==> config.mk <==
export PLATFORM = sky130hd
export DESIGN_NAME = systolic_seq_ctrl_flat
export DESIGN_NICKNAME = d
export VERILOG_FILES = /design/src/rtl/systolic_seq_ctrl_if.sv /design/src/rtl/systolic_seq_ctrl.sv /design/src/flat_wrapper.sv
export SDC_FILE = /design/constraint.sdc
export NUM_CORES = 1
export LEC_CHECK = 0
export CAP_MARGIN = 40
export CORE_ASPECT_RATIO = 0.9
export CORE_UTILIZATION = 29
export CTS_BUF_LIST = sky130_fd_sc_hd__clkbuf_2
export CTS_CLUSTER_SIZE = 24
export DETAILED_ROUTE_END_ITERATION = 10
export PLACE_DENSITY = 0.56
export SETUP_SLACK_MARGIN = 0.2
export SLEW_MARGIN = 20
export SYNTH_ARGS = -nofsm -noshare
export SYNTH_HDL_FRONTEND = slang
export SYNTH_SLANG_ARGS = --single-unit
==> constraint.sdc <==
create_clock -name clk_i -period 5 [get_ports clk_i]
set_input_delay 0.75 -clock clk_i [delete_from_list [all_inputs] [get_ports clk_i]]
set_output_delay 0.75 -clock clk_i [all_outputs]
set_load 0.005 [all_outputs]
==> src/rtl/systolic_seq_ctrl_if.sv <==
`default_nettype none
// ============================================================================
//  Module      : systolic_seq_ctrl_if
//  Description : Input-vector stream handshake for the systolic sequencer.
//                The producer drives x_vld_i/x_data_i and the sequencer
//                returns x_rdy_o. Element r of a vector sits in bits
//                [r*X_W +: X_W] of x_data_i.
//  Signals     : x_vld_i   1          vector valid
//                x_data_i  ROWS*X_W   vector payload
//                x_rdy_o   1          sequencer ready
//  Revision    : 1.0  initial release
// ============================================================================
interface systolic_seq_ctrl_if #(
   parameter int ROWS = 8,
   parameter int X_W  = 8
);
   logic                x_vld_i;
   logic [ROWS*X_W-1:0] x_data_i;
   logic                x_rdy_o;

   modport master (output x_vld_i, output x_data_i, input  x_rdy_o);
   modport slave  (input  x_vld_i, input  x_data_i, output x_rdy_o);
endinterface
`default_nettype wire

==> src/rtl/systolic_seq_ctrl.sv <==
`default_nettype none
// ============================================================================
//  Module      : systolic_seq_ctrl
//  Description : Job sequencer for a ROWS x COLS weight-stationary systolic
//                array. Loads one weight row per cycle, streams input vectors
//                over a valid/ready handshake with a diagonal skew into the
//                array, waits for the last partial sum to drain, then pulses
//                done_o.
//  Ports       : clk_i, rst_i     clock, synchronous active-high reset
//                start_i          job start (sampled in IDLE only)
//                num_vec_i        vectors in the job (latched on start)
//                abort_i          synchronous abort back to IDLE
//                x_if             input vector handshake (slave side)
//                w_ld_o, w_row_o  weight row load strobe and row index
//                x_row_v_o/_d_o   skewed per-row valid/data into column 0
//                top_mac_v_o      skewed mac valid into each column top PE
//                busy_o, done_o   job activity and completion pulse
//  Revision    : 1.0  initial release
// ============================================================================
module systolic_seq_ctrl #(
   parameter int ROWS  = 8,
   parameter int COLS  = 8,
   parameter int X_W   = 8,
   parameter int CNT_W = 8
) (
   input  logic                      clk_i,
   input  logic                      rst_i,
   input  logic                      start_i,
   input  logic [CNT_W-1:0]          num_vec_i,
   input  logic                      abort_i,
   systolic_seq_ctrl_if.slave        x_if,
   output logic                      w_ld_o,
   output logic [$clog2(ROWS)-1:0]   w_row_o,
   output logic [ROWS-1:0]           x_row_v_o,
   output logic [ROWS*X_W-1:0]       x_row_d_o,
   output logic [COLS-1:0]           top_mac_v_o,
   output logic                      busy_o,
   output logic                      done_o
);
   localparam int RW    = $clog2(ROWS);
   localparam int DRN_W = $clog2(ROWS + COLS + 1);
   // One valid shift register serves both the row valids and the column mac
   // valids, since both follow the same t+1+index timing.
   localparam int SKW   = (ROWS > COLS) ? ROWS : COLS;

   typedef enum logic [2:0] {
      S_IDLE   = 3'd0,
      S_LOAD_W = 3'd1,
      S_STREAM = 3'd2,
      S_DRAIN  = 3'd3,
      S_DONE   = 3'd4
   } state_t;

   state_t             state_q,   state_d;
   logic [CNT_W-1:0]   num_vec_q, num_vec_d;
   logic [CNT_W-1:0]   vec_cnt_q, vec_cnt_d;
   logic [RW-1:0]      ld_cnt_q,  ld_cnt_d;
   logic [DRN_W-1:0]   drn_cnt_q, drn_cnt_d;
   logic [SKW-1:0]     hs_sr_q,   hs_sr_d;

   logic               clr;
   logic               hs;

   // Abort behaves exactly like reset, so both feed one clear term.
   assign clr = rst_i | abort_i;
   assign hs  = (state_q == S_STREAM) & x_if.x_vld_i;

   always_comb begin
      state_d   = state_q;
      num_vec_d = num_vec_q;
      vec_cnt_d = vec_cnt_q;
      ld_cnt_d  = ld_cnt_q;
      drn_cnt_d = drn_cnt_q;
      hs_sr_d   = {hs_sr_q[SKW-2:0], hs};

      case (state_q)
         S_IDLE: begin
            if (start_i) begin
               num_vec_d = num_vec_i;
               vec_cnt_d = '0;
               ld_cnt_d  = '0;
               state_d   = (num_vec_i == '0) ? S_DONE : S_LOAD_W;
            end
         end
         S_LOAD_W: begin
            if (ld_cnt_q == RW'(ROWS - 1)) begin
               ld_cnt_d = '0;
               state_d  = S_STREAM;
            end else begin
               ld_cnt_d = ld_cnt_q + 1'b1;
            end
         end
         S_STREAM: begin
            if (hs) begin
               vec_cnt_d = vec_cnt_q + 1'b1;
               if ((vec_cnt_q + 1'b1) == num_vec_q) begin
                  // Count-to-zero gives exactly ROWS+COLS drain cycles.
                  drn_cnt_d = DRN_W'(ROWS + COLS - 1);
                  state_d   = S_DRAIN;
               end
            end
         end
         S_DRAIN: begin
            if (drn_cnt_q == '0) begin
               state_d = S_DONE;
            end else begin
               drn_cnt_d = drn_cnt_q - 1'b1;
            end
         end
         S_DONE: begin
            state_d = S_IDLE;
         end
         default: begin
            state_d = S_IDLE;
         end
      endcase
   end

   always_ff @(posedge clk_i) begin
      if (clr) begin
         state_q   <= S_IDLE;
         num_vec_q <= '0;
         vec_cnt_q <= '0;
         ld_cnt_q  <= '0;
         drn_cnt_q <= '0;
         hs_sr_q   <= '0;
      end else begin
         state_q   <= state_d;
         num_vec_q <= num_vec_d;
         vec_cnt_q <= vec_cnt_d;
         ld_cnt_q  <= ld_cnt_d;
         drn_cnt_q <= drn_cnt_d;
         hs_sr_q   <= hs_sr_d;
      end
   end

   // Row r data passes through r+1 registers so it meets the array one
   // cycle per row later than row 0. Non-handshake slots carry zero.
   for (genvar r = 0; r < ROWS; r++) begin : g_row
      logic [X_W-1:0] dat_q [r+1];
      logic [X_W-1:0] dat_d [r+1];

      always_comb begin
         dat_d[0] = hs ? x_if.x_data_i[r*X_W +: X_W] : '0;
         for (int k = 1; k <= r; k++) begin
            dat_d[k] = dat_q[k-1];
         end
      end

      always_ff @(posedge clk_i) begin
         for (int k = 0; k <= r; k++) begin
            if (clr) begin
               dat_q[k] <= '0;
            end else begin
               dat_q[k] <= dat_d[k];
            end
         end
      end

      assign x_row_d_o[r*X_W +: X_W] = dat_q[r];
   end

   assign x_row_v_o   = hs_sr_q[ROWS-1:0];
   assign top_mac_v_o = hs_sr_q[COLS-1:0];

   // State decodes only; every output comes straight from flops.
   assign x_if.x_rdy_o = (state_q == S_STREAM);
   assign w_ld_o       = (state_q == S_LOAD_W);
   assign w_row_o      = ld_cnt_q;
   assign busy_o       = (state_q != S_IDLE);
   assign done_o       = (state_q == S_DONE);
endmodule
`default_nettype wire

==> src/flat_wrapper.sv <==
// flat-port wrapper written by rule: the top's interface ports become plain ports
module systolic_seq_ctrl_flat 
#(
   parameter int ROWS  = 8,
   parameter int COLS  = 8,
   parameter int X_W   = 8,
   parameter int CNT_W = 8
)
  (clk_i, rst_i, start_i, num_vec_i, abort_i, w_ld_o, w_row_o, x_row_v_o, x_row_d_o, top_mac_v_o, busy_o, done_o, x_if_x_vld_i, x_if_x_data_i, x_if_x_rdy_o);
  systolic_seq_ctrl_if #(.ROWS(ROWS), .X_W(X_W)) x_if_i ();
  input  logic clk_i;
  input  logic rst_i;
  input  logic start_i;
  input  logic [CNT_W-1:0] num_vec_i;
  input  logic abort_i;
  output logic w_ld_o;
  output logic [$clog2(ROWS)-1:0] w_row_o;
  output logic [ROWS-1:0] x_row_v_o;
  output logic [ROWS*X_W-1:0] x_row_d_o;
  output logic [COLS-1:0] top_mac_v_o;
  output logic busy_o;
  output logic done_o;
  input wire logic [$bits(x_if_i.x_vld_i)-1:0] x_if_x_vld_i;
  input wire logic [$bits(x_if_i.x_data_i)-1:0] x_if_x_data_i;
  output wire logic [$bits(x_if_i.x_rdy_o)-1:0] x_if_x_rdy_o;
  assign x_if_i.x_vld_i = x_if_x_vld_i;
  assign x_if_i.x_data_i = x_if_x_data_i;
  assign x_if_x_rdy_o = x_if_i.x_rdy_o;
  systolic_seq_ctrl #(.ROWS(ROWS), .COLS(COLS), .X_W(X_W), .CNT_W(CNT_W)) u_core (.clk_i(clk_i), .rst_i(rst_i), .start_i(start_i), .num_vec_i(num_vec_i), .abort_i(abort_i), .x_if(x_if_i), .w_ld_o(w_ld_o), .w_row_o(w_row_o), .x_row_v_o(x_row_v_o), .x_row_d_o(x_row_d_o), .top_mac_v_o(top_mac_v_o), .busy_o(busy_o), .done_o(done_o));
endmodule
; ---- Word-level counts from Yosys, hierarchy flattened
; Memory sizes are Yosys's and may differ from the RTL's.
; Index checks and enable logic that the tools add are counted.
[classes]
n_bitwise = 37
addsub = 3
eq_ne = 12
reduce_logical = 13
n_mux = 65
[op_table]
columns = cell, n
row1 = 8-bit two-way mux, 46
row2 = 1-bit OR, 36
row3 = 3-bit two-way mux, 8
row4 = 8-bit one-hot mux with 2 select lines, 1
row5 = 5-bit two-way mux, 3
row6 = 3-bit one-hot mux with 4 select lines, 1
row7 = 5-bit one-hot mux with 2 select lines, 1
row8 = 8-bit by 1-bit adder with 8-bit output (second input constant), 1
row9 = 8-bit equality test, 1
row10 = 8-bit logical NOT, 1
row11 = 2-bit by 1-bit inequality test with 1-bit output (second input constant), 4
row12 = 8-bit OR reduction, 1
row13 = 3-bit by 2-bit equality test with 1-bit output (second input constant), 2
row14 = 3-bit equality test (second input constant), 2
row15 = 3-bit one-hot mux with 2 select lines, 1
row16 = 2-bit nonzero test, 3
row17 = 5-bit logical NOT, 1
row18 = 5-bit AND reduction, 1
row19 = 5-bit by 1-bit subtractor with 5-bit output (second input constant), 1
row20 = 1-bit two-way mux, 4
row21 = 2-bit inequality test (second input constant), 2
row22 = 2-bit AND reduction, 2
row23 = 4-bit AND reduction, 1
row24 = 3-bit by 1-bit adder with 3-bit output (second input constant), 1
row25 = 5 further kinds, 5
[totals]
inputBits = 77
mem_count = 8
out_inout_bits = 87
mem_bits_rw = 288
reg_bits = 35
[memory_table]
columns = name, depth, word_bits, read_ports, rd_clocked_by_memory_dff, write_ports, line
row1 = u_core.g_row[7].dat_q, 8, 8, 8, 0, 8, systolic_seq_ctrl.sv:140  ; logic [X_W-1:0] dat_q [r+1];
row2 = u_core.g_row[6].dat_q, 7, 8, 7, 0, 7, systolic_seq_ctrl.sv:140
row3 = u_core.g_row[5].dat_q, 6, 8, 6, 0, 6, systolic_seq_ctrl.sv:140
row4 = u_core.g_row[4].dat_q, 5, 8, 5, 0, 5, systolic_seq_ctrl.sv:140
row5 = u_core.g_row[3].dat_q, 4, 8, 4, 0, 4, systolic_seq_ctrl.sv:140
row6 = u_core.g_row[2].dat_q, 3, 8, 3, 0, 3, systolic_seq_ctrl.sv:140
row7 = 2 more memories, -, -, -, -, -, -

; ---- Longest topological paths before layout
; Gate-level depths: netlist of the first run.
[depth]
ltp_word = 5
ltp_mapped = 7
ltp_nobuf = 7

; ---- Worst setup path after synthesis of the first run
; Ideal clock, no wire load.
[synth_path]
path_type = reg-to-reg
from = register u_core.vec_cnt_q[0]
to = register u_core.state_q[0]
path_stages_with_launch = 7
arrival_ns = 1.891
setup_ns = 0.096
synth_period_minus_slack_ns = 1.987
setup_slack_ns = 3.013
path_cell_list = dfxtp_1 > ha_1 > o21ba_2 > a221o_1 > a2111oi_4 > a31oi_1 > o41ai_2
[synth_between]
elab_chain_len = 4
[synth_lines]
columns = item, line
row1 = start: declaration, systolic_seq_ctrl.sv:56  ; logic [CNT_W-1:0] vec_cnt_q, vec_cnt_d;
row2 = start signal: assignment, systolic_seq_ctrl.sv:130  ; vec_cnt_q <= vec_cnt_d;
row3 = 8-bit by 1-bit adder with 8-bit output, systolic_seq_ctrl.sv:96  ; if ((vec_cnt_q + 1'b1) == num_vec_q) begin
row4 = 8-bit equality test, systolic_seq_ctrl.sv:96
row5 = 2-bit by 1-bit inequality test with 1-bit output (no line), -
row6 = 5-bit AND reduction (no line), -
row7 = end signal: assignment, systolic_seq_ctrl.sv:128  ; state_q <= state_d;
row8 = end: declaration, systolic_seq_ctrl.sv:54  ; state_t state_q, state_d;
; Every way passes these cells.
; A chain may end at the register's enable or synchronous reset.

; ---- Worst setup path in the final report of the first run
[layout_path]
from = register u_core.state_q[0]
to = output w_ld_o
[layout_between]
elab_chain_len = 1
[layout_lines]
columns = item, line
row1 = 3-bit by 1-bit equality test with 1-bit output, systolic_seq_ctrl.sv:168  ; assign w_ld_o = (state_q == S_LOAD_W);
row2 = end: declaration, flat_wrapper.sv:16  ; output logic w_ld_o;
; Every way passes these cells.

==> results.ini, run 1 <==
[status]
run_status = finished with violations
violations = DRC

[layout]
layout_common_cells = dfxtp_1, and2_1, clkdlybuf4s50_1
seqCellArea_sq_um = 6470
final_cells = 1494
layout-drive-gt1-share_pct = 12.7
final_common_cell = dfxtp_1
fillers = 3218
multi_input_area_sq_um = 2820
final_nets = 1111
area_growth_pct = 28.5

[logic_synthesis]
ys_warn_count = 0
synth_edf_count = 0
async_reset_ff_share_pct = 0
netlist_instances = 827
netlist-cell-type-count = 44
synth-main-ff-cell = dfxtp_1
syn_area_per_cell_sq_um = 11.5
synth.net_count = 909
seq_area_frac_synth_pct = 68.0
synth_top_area_share_pct = 68.0
ys_ff_latch = 323
synth_area_leaders = dfxtp_1, and2_1, clkbuf_1
syn_area_sq_um = 9510
yosysTopAreaCell = dfxtp_1

[cts]
cts_htree_levels = 3
ctsRootBufferMaster = clkbuf_2
cts_sinks = 323
cts_buffer_depth = 3
clk_pin_slew_worst_paths_ns = 0.09
cts_tree = yes
cts.repair.resized = 0
hold_buffers = 0
post_cts_buffers = 0
numCtsBuffers = 84
clk_latency_ns = 0.86

[placement]
portBuffers = 163
dp.cells = 1359
hpwl_microns = 9890
gp_congestion = 0.777
dp_slack_ns = 1.73

[power]
p_leak_nw = 4.97
ir_drop_v = 0.000172
power_mw = 4.41
pwr_density_cell_nw_per_um2 = 361

[grt]
grt_pass1_vias = 5604
grt_use_total_pct = 10.1
grt_max_degree = 236
antenna_found_initial = 1
grt_pass1_wl_microns = 26500
grt-ovfl-total = 0

[route]
via_per_inst = 3.93
num_vias = 5864
drt_iter0_drc = 175
detail_route.wl_per_cell_microns = 11.1
route.detailed.drc = 9
dr.pass1.iters = 10
wl_microns = 16500
ant_nets = 0

[sta]
worstMarginPinSlew_ns = 0.881
hold_viol_final = 0
period_share_pct = 67.1
max_slew_margin_pct = 41.2
drv_slew = 0
rsz0062_at_grt = false
whs_ns = 0.373
fin_crit_ns = 3.35
fin_ws_ns = 1.65
final.setup.tns_ns = 0
clock_skew_ns = 0.0828
fmax_mhz = 298
finalSetupViolCount = 0

[setup_path]
rr_endpoint = u_core.g_row[3].dat_q[0][3]
critPathCaptureType = primary output
endpoint = w_ld_o
criticalPathCategory = flop to primary output
rrSetupSlack_ns = 2.41
crit_start = u_core.state_q[0]
worstPathRequired_ns = 4.25
startpoint_type = flop
r2r-start = u_core.state_q[1]
ff2ff_path_depth = 4
cp_max_fo = 11
critPathArrivalTime_ns = 2.60

[floorplanning]
die_x_microns = 193
die_area_sq_um = 33500
ios = 164
std_cell_rows = 62
core_area_sq_um = 32100
die_y_microns = 174
initial_core_util_pct = 29.6

[run]
maxCapViolCount = 0

[min_path]
min_path_type = flop to flop

## synth_stat cells, types with 3 or more instances
cell type,n
a21oi_1,21
a31oi_1,4
and2_1,296
and3_1,3
buf_4,8
clkbuf_1,40
dfxtp_1,323
ha_1,5
inv_1,5
nand2_1,24
nand3_1,8
nor2_1,18
nor3_1,10
nor4_1,4
o21a_1,3
o21ai_0,8
or3_1,4
xnor2_1,5
xor2_1,5
## layer usage
metal  part of all wire [%]  global-route usage (%)
met2                     45                    14.8
met1                     44                    11.7
met5                      0                       0
met3                    7.9                    4.49
met4                    3.8                    7.00
## registers in the layout, indices dropped and copies added (netlist names)
signal,cells
u_core.drn_cnt_q,5
u_core.g_row.dat_q,288
u_core.num_vec_q,8
u_core.state_q,3
u_core.top_mac_v_o,8
u_core.vec_cnt_q,8
u_core.w_row_o,3
## metrics by stage
stage	utilization [%]	area, sq um
floorplan	-	9510
global placement	35.8	11500
detailed placement	35.8	11500
CTS	38.1	12200
global route	38.1	12200
finish	38.1	12200
## kinds of logic (layout without fill, tap and decap cells)
family,Yosys count,after routing,share of synthesized area [%]
muxes,2,2,0.210
DFF,323,323,68.0
xor gates and xnor gates,10,10,0.921
buffers and inverters,55,304,2.51
other,0,2,0
AOI/OAI and AO/OA,49,49,3.54
and+or+nand+nor,383,383,24.2
adders and majority gates,5,5,0.658
## worst max-delay path, stage by stage, from the launching register on
cell	delay [ns]
dfxtp_1	0.53
or3b_2	0.56
inv_1	0.13
clkdlybuf4s50_1	0.54
## worst min-delay path by stage
stage / startpoint / to / depth (start not counted)
final: u_core.g_row[4].dat_q[0][1] / u_core.g_row[4].dat_q[1][1] / 1
after global routing: x_if_x_data_i[3] / u_core.g_row[0].dat_q[0][3] / 2
after CTS: x_if_x_data_i[0] / u_core.g_row[0].dat_q[0][0] / 2
after detailed placement: u_core.g_row[5].dat_q[0][12] / u_core.g_row[5].dat_q[1][4] / 1
after global placement: u_core.g_row[2].dat_q[0][4] / u_core.g_row[2].dat_q[1][4] / 1
after floorplan: u_core.g_row[1].dat_q[0][0] / u_core.g_row[1].dat_q[1][0] / 1
## final cells by class
class                           count  area share, %
Sequential cell                   323           52.9
Multi-Input combinational cell    449           23.1
Timing Repair Buffer              166           13.7
Clock buffer                      116           4.75
Tap cell                          416           4.26
Clock inverter                     17           1.13
Inverter                            5          0.154
Antenna cell                        2         0.0409
## power by group
group | internal, mW | switching (mW) | leakage [nW] | total, mW
Sequential | 2.57 | 0.00401 | 2.60 | 2.58
Combinational | 0.0675 | 0.0505 | 1.83 | 0.118
Clock | 0.724 | 0.991 | 0.548 | 1.71
No activity file was read; power rests on OpenSTA's default activity.
==> run 2, diff against run 1 <==
PLACE_DENSITY = 0.58   (was 0.56)
clock period = 3 ns   (was 5 ns; I/O delays follow)
==> run 2 against run 1 <==
  * The flow still finishes with violations (DRC)
  * Clock power increased by 61%
  * Die area stayed put
  * Combinational power up 67%
  * Sequential share of layout area about the same
  * Power rose by 64%
  * Critical path depth grew 1
  * Cell area is 0.10% higher
  * Routed wire length is 1.3% lower
  * Hold slack got worse by 0.21 ns
  * Utilization barely moved
  * Largest power group unchanged
==> results.ini, run 2 (same netlist as run 1, synthesis figures left out) <==
[status]
run_status = finished with violations  ; unchanged
violations = DRC  ; unchanged

[setup_path]
critPathCaptureType = primary output  ; unchanged
path_depth = 4  ; was 3
rr_endpoint = u_core.drn_cnt_q[1]  ; was u_core.g_row[3].dat_q[0][3]
criticalPathCategory = flop to primary output  ; unchanged
startpoint_type = flop  ; unchanged
ff2ff_path_depth = 6  ; was 4
worstPathRequired_ns = 2.55  ; was 4.25 ns
crit_start = u_core.state_q[2]  ; was u_core.state_q[0]
cp.buffers_inverters = 2  ; unchanged
critical-path-max-stage-delay_ns = 0.50  ; was 0.56 ns
critPathArrivalTime_ns = 2.13  ; was 2.60 ns
cpLargestDelayFamily = buffers and inverters  ; unchanged
rrSetupSlack_ns = 0.60  ; was 2.41 ns
r2r-start = u_core.vec_cnt_q[0]  ; was u_core.state_q[1]
cp_max_fo = 11  ; unchanged
crit_chain = nor2_1 -> nand2_1 -> inv_1 -> clkdlybuf4s50_1  ; was or3b_2 -> inv_1 -> clkdlybuf4s50_1
crit_slowest_cell = clkdlybuf4s50_1  ; was or3b_2

[cts]
clk_latency_ns = 0.85  ; was 0.86 ns
cts_htree_levels = 3  ; unchanged
cts_sinks = 323  ; unchanged
cts_buffer_depth = 3  ; unchanged
ctsRootBufferMaster = clkbuf_2  ; unchanged
clk_pin_slew_worst_paths_ns = 0.10  ; was 0.09 ns
numCtsBuffers = 82  ; was 84
cts_tree = yes  ; unchanged

[layout]
final_cells = 1501  ; was 1494
area_growth_pct = 28.6  ; was 28.5%
fin_util_pct = 38.1  ; about the same
final_common_cell = dfxtp_1  ; unchanged
fillers = 3208  ; was 3218
layout-drive-gt1-share_pct = 12.9  ; was 12.7%
seqCellArea_sq_um = 6470  ; about the same
multi_input_area_sq_um = 2830  ; was 2820 sq um
regMostFlops = u_core.g_row.dat_q  ; unchanged
final_nets = 1112  ; was 1111
layout_common_cells = dfxtp_1, and2_1, clkdlybuf4s50_1  ; unchanged
largest_reg_flops = 288  ; unchanged

[floorplanning]
die_x_microns = 193  ; unchanged
initial_core_util_pct = 29.6  ; unchanged
die_area_sq_um = 33500  ; unchanged
core_area_sq_um = 32100  ; unchanged
ios = 164  ; unchanged
die_y_microns = 174  ; unchanged
std_cell_rows = 62  ; unchanged

[sta]
period_share_pct = 85.9
final.setup.tns_ns = 0  ; unchanged
clock_skew_ns = 0.108  ; was 0.0828 ns
whs_ns = 0.162  ; was 0.373 ns
worstMarginPinSlew_ns = 0.635  ; was 0.881 ns
finalSetupViolCount = 0  ; unchanged
fin_crit_ns = 2.58
hold_viol_final = 0  ; unchanged
rsz0062_at_grt = false  ; unchanged
drv_slew = 0  ; unchanged
max_slew_margin_pct = 57.4  ; was 41.2%
fmax_mhz = 388

[route]
num_vias = 5859  ; was 5864
via_per_inst = 3.90  ; was 3.93
route.detailed.drc = 7  ; was 9
wl_microns = 16300  ; was 16500 microns
ant_nets = 0  ; unchanged
drt_iter0_drc = 237  ; was 175
dr.pass1.iters = 11  ; was 10
detail_route.wl_per_cell_microns = 10.9  ; was 11.1 microns

[grt]
grt-ovfl-total = 0  ; unchanged
grt_pass1_wl_microns = 26300  ; was 26500 microns
grt_max_degree = 165  ; was 236
grt_pass1_vias = 5591  ; was 5604
antenna_found_initial = 2  ; was 1
grt_use_total_pct = 9.93  ; was 10.1%

[placement]
gp_congestion = 0.756  ; was 0.777
hpwl_microns = 9920  ; was 9890 microns
portBuffers = 163  ; unchanged
dp.cells = 1361  ; was 1359

[power]
p_leak_nw = 4.99  ; was 4.97 nW
pwr_density_cell_nw_per_um2 = 592  ; was 361 nW/um^2
ir_drop_v = 0.000238  ; was 0.000172 V

[run]
maxCapViolCount = 0  ; unchanged

[min_path]
min_path_type = primary input to flop  ; was flop to flop
min_from = x_if_x_data_i[41]  ; was u_core.g_row[4].dat_q[0][1]
min_to = u_core.g_row[5].dat_q[0][1]  ; was u_core.g_row[4].dat_q[1][1]
whs_path_depth = 2  ; was 1

-- run 2: metal layers --
metal,global-route usage [%],up-vias,routed length [microns]
li1,-,3056,-
met3,4.01,48,1130
met5,0,-,8
met1,11.3,2584,7230
met2,15.2,169,7450
met4,6.74,2,484
-- run 2: final cells by class --
cell class	instances	area share, %
multi-input cells	449	23.1
inverters	5	0.153
repair buffers	169	13.8
flip-flops and latches	323	52.9
clock inverters	23	1.06
well taps	416	4.25
diodes	1	0.0204
clock buffers	115	4.70
-- run 2: timing repair --
item                                    4_1_cts  5_1_grt
endpoints found under the setup margin        2        1
hold buffers                                  1        0
resized for setup                             6        1
pin swaps                                     0        0
hold endpoints to repair                      1        0
setup buffers                                 0        0
-- run 2: worst max-delay path by stage --
stage                                   to  slack, ns
5_1_grt                       x_if_x_rdy_o       0.21
3_5_place_dp           u_core.drn_cnt_q[2]       0.55
6_report                      x_if_x_rdy_o       0.42
3_3_place_gp   u_core.g_row[2].dat_q[0][2]       0.62
4_1_cts                             busy_o       0.28
2_1_floorplan            u_core.state_q[0]       1.01
-- run 2: metrics by stage --
stage / worst slack, ns / total power [mW] / area, sq um
floorplan: 1.01 / 4.47 / 9510
global placement: 0.616 / 4.60 / 11500
detailed placement: 0.553 / 4.60 / 11500
CTS: 0.283 / 7.46 / 12200
global route: 0.215 / 7.71 / 12200
finish: 0.422 / 7.25 / 12200
-- run 2: report_power, final --
group | internal [mW] | switching [mW] | leakage (nW) | total, mW
clock | 1.12 | 1.63 | 0.541 | 2.76
combinational | 0.113 | 0.0841 | 1.84 | 0.197
sequential | 4.29 | 0.00662 | 2.60 | 4.30
==> run 3, diff against run 2 <==
CORE_ASPECT_RATIO = 1.5   (was 0.9)
==> run 3 against run 2 <==
  * Sequential share of layout area fell by 2.0 points
  * Clock power rose by 1%
  * Global-route usage rose by 0.55 points
  * Largest cell class unchanged
  * The run now ends clean
  * Die area barely moved
  * Critical endpoint is now done_o
==> results.ini, run 3 (same netlist as run 1, synthesis figures left out) <==
[status]
run_status = complete, no violations  ; was finished with violations

[layout]
final_cells = 1535  ; was 1501
regMostFlops = u_core.g_row.dat_q  ; unchanged
fillers = 3204  ; was 3208
layout_common_cells = dfxtp_1, and2_1, clkdlybuf4s50_1  ; unchanged
layout-drive-gt1-share_pct = 13.2  ; was 12.9%
fin_util_pct = 39.7  ; was 38.1%
area_growth_pct = 33.7  ; was 28.6%
largest_reg_flops = 288  ; unchanged
final_nets = 1154  ; was 1112
final_common_cell = dfxtp_1  ; unchanged
final_area_sq_um = 12700  ; was 12200 sq um

[sta]
rsz0062_at_grt = false  ; unchanged
worstMarginPinSlew_ns = 0.575  ; was 0.635 ns
clock_skew_ns = 0.0717  ; was 0.108 ns
drv_slew = 0  ; unchanged
finalSetupViolCount = 0  ; unchanged
fin_crit_ns = 2.59  ; was 2.58 ns
final.setup.tns_ns = 0  ; unchanged
period_share_pct = 86.3  ; was 85.9%
max_slew_margin_pct = 61.7  ; was 57.4%
fmax_mhz = 386  ; was 388 MHz
fin_ws_ns = 0.410  ; was 0.422 ns
whs_ns = 0.143  ; was 0.162 ns
hold_viol_final = 0  ; unchanged

[route]
via_per_inst = 3.96  ; was 3.90
dr.pass1.iters = 4  ; was 11
num_vias = 6077  ; was 5859
route.detailed.drc = 0  ; was 7
drt_iter0_drc = 159  ; was 237
wl_microns = 17100  ; was 16300 microns
detail_route.wl_per_cell_microns = 11.1  ; was 10.9 microns
ant_nets = 0  ; unchanged

[grt]
top_usage_layer = met2  ; unchanged
antenna_found_initial = 1  ; was 2
grt-ovfl-total = 0  ; unchanged
grt_max_degree = 69  ; was 165
gr-usage-met3_pct = 4.26  ; was 4.01%
use_met1_pct = 11.0  ; was 11.3%
grt_pass1_vias = 5888  ; was 5591
grt_use_met2_pct = 17.4  ; was 15.2%
grt_use_total_pct = 10.5  ; was 9.93%
grt_pass1_wl_microns = 27400  ; was 26300 microns

[setup_path]
rr_endpoint = u_core.drn_cnt_q[2]  ; was u_core.drn_cnt_q[1]
cpLargestDelayFamily = buffers and inverters  ; unchanged
cp.buffers_inverters = 2  ; unchanged
ff2ff_path_depth = 6  ; unchanged
r2r-start = u_core.vec_cnt_q[0]  ; unchanged
critPathCaptureType = primary output  ; unchanged
critical-path-max-stage-delay_ns = 0.52  ; was 0.50 ns
critPathArrivalTime_ns = 2.14  ; was 2.13 ns
criticalPathCategory = flop to primary output  ; unchanged
path_depth = 3  ; was 4
crit_slowest_cell = clkdlybuf4s50_1  ; unchanged
startpoint_type = flop  ; unchanged
cp_max_fo = 10  ; was 11
endpoint = done_o  ; was x_if_x_rdy_o
crit_start = u_core.state_q[0]  ; was u_core.state_q[2]
crit_chain = buf_4 -> nor3b_1 -> clkdlybuf4s50_1  ; was nor2_1 -> nand2_1 -> inv_1 -> clkdlybuf4s50_1
rrSetupSlack_ns = 0.72  ; was 0.60 ns
worstPathRequired_ns = 2.55  ; about the same

[power]
power_mw = 7.35  ; was 7.25 mW
switching_power_mw = 1.74  ; was 1.73 mW
switching_share_pct = 23.7  ; was 23.8%
p_leak_nw = 5.22  ; was 4.99 nW
clkPwrFrac_pct = 38.1  ; was 38.0%
pwr_density_cell_nw_per_um2 = 578  ; was 592 nW/um^2
combPwrFrac_pct = 3.5  ; was 2.7%
ir_drop_v = 0.000233  ; was 0.000238 V
pwr-share-seq_pct = 58.5  ; was 59.3%
internal-power_mw = 5.61  ; was 5.52 mW

[cts]
cts_sinks = 323  ; unchanged
clk_latency_ns = 0.90  ; was 0.85 ns
cts_htree_levels = 3  ; unchanged
ctsRootBufferMaster = clkbuf_2  ; unchanged
numCtsBuffers = 77  ; was 82
cts_tree = yes  ; unchanged
cts_buffer_depth = 3  ; unchanged
clk_pin_slew_worst_paths_ns = 0.11  ; was 0.10 ns

[min_path]
min_path_type = primary input to flop  ; unchanged

[floorplanning]
std_cell_rows = 80  ; was 62
die_y_microns = 224  ; was 174 microns
die_area_sq_um = 33500  ; about the same
initial_core_util_pct = 29.7  ; was 29.6%
ios = 164  ; unchanged
core_area_sq_um = 32000  ; was 32100 sq um
die_x_microns = 150  ; was 193 microns

[placement]
gp_congestion = 0.728  ; was 0.756
dp.cells = 1360  ; was 1361
portBuffers = 163  ; unchanged
dp_slack_ns = 0.645  ; was 0.553 ns
hpwl_microns = 10700  ; was 9920 microns
placed_cell_area_sq_um = 11600  ; was 11500 sq um

[run]
maxCapViolCount = 0  ; unchanged

run 3: area by class of cell:
type	instances	area [sq um]	area share [%]
Antenna cell	1	2.50	0.0197
Clock buffer	110	551	4.33
Clock inverter	21	146	1.15
Inverter	5	18.8	0.148
Multi-Input combinational cell	449	2830	22.3
Sequential cell	323	6470	50.9
Tap cell	410	513	4.03
Timing Repair Buffer	216	2180	17.2
run 3: power by group through the flow:
| stage | Clock [mW] | Combinational (mW) | Sequential (mW) |
|---|---|---|---|
| 3_5_place_dp | 0 | 0.214 | 4.40 |
| 4_1_cts | 2.99 | 0.261 | 4.30 |
| 3_3_place_gp | 0 | 0.212 | 4.40 |
| 5_1_grt | 3.21 | 0.282 | 4.30 |
| 2_1_floorplan | 0 | 0.0749 | 4.39 |
| 6_report | 2.80 | 0.256 | 4.29 |
run 3: how the worst min path moves through the flow:
stage	from	endpoint	slack, ns	cells past startpoint
2_1_floorplan	u_core.g_row[1].dat_q[0][0]	u_core.g_row[1].dat_q[1][0]	0.41	1
4_1_cts	x_if_x_data_i[39]	u_core.g_row[4].dat_q[0][7]	0.006	2
3_3_place_gp	u_core.g_row[3].dat_q[0][11]	u_core.g_row[3].dat_q[1][3]	0.41	1
6_report	x_if_x_data_i[28]	u_core.g_row[3].dat_q[0][4]	0.14	2
3_5_place_dp	u_core.g_row[5].dat_q[2][3]	u_core.g_row[5].dat_q[2][11]	0.41	1
5_1_grt	x_if_x_data_i[47]	u_core.g_row[5].dat_q[0][7]	0.006	2
run 3: routing by layer:
layer / vias to the layer above / wire [microns]
li1: 3130 / -
met1: 2715 / 6890
met2: 189 / 8490
met3: 43 / 1210
met4: 0 / 506
met5: - / 0
run 3: timing repair:
action | in CTS | in global routing
endpoints found under the setup margin | 3 | 1
hold buffers | 41 | 0
setup buffers | 2 | 0
gates resized for setup | 10 | 2
endpoints found under the hold margin | 41 | 0
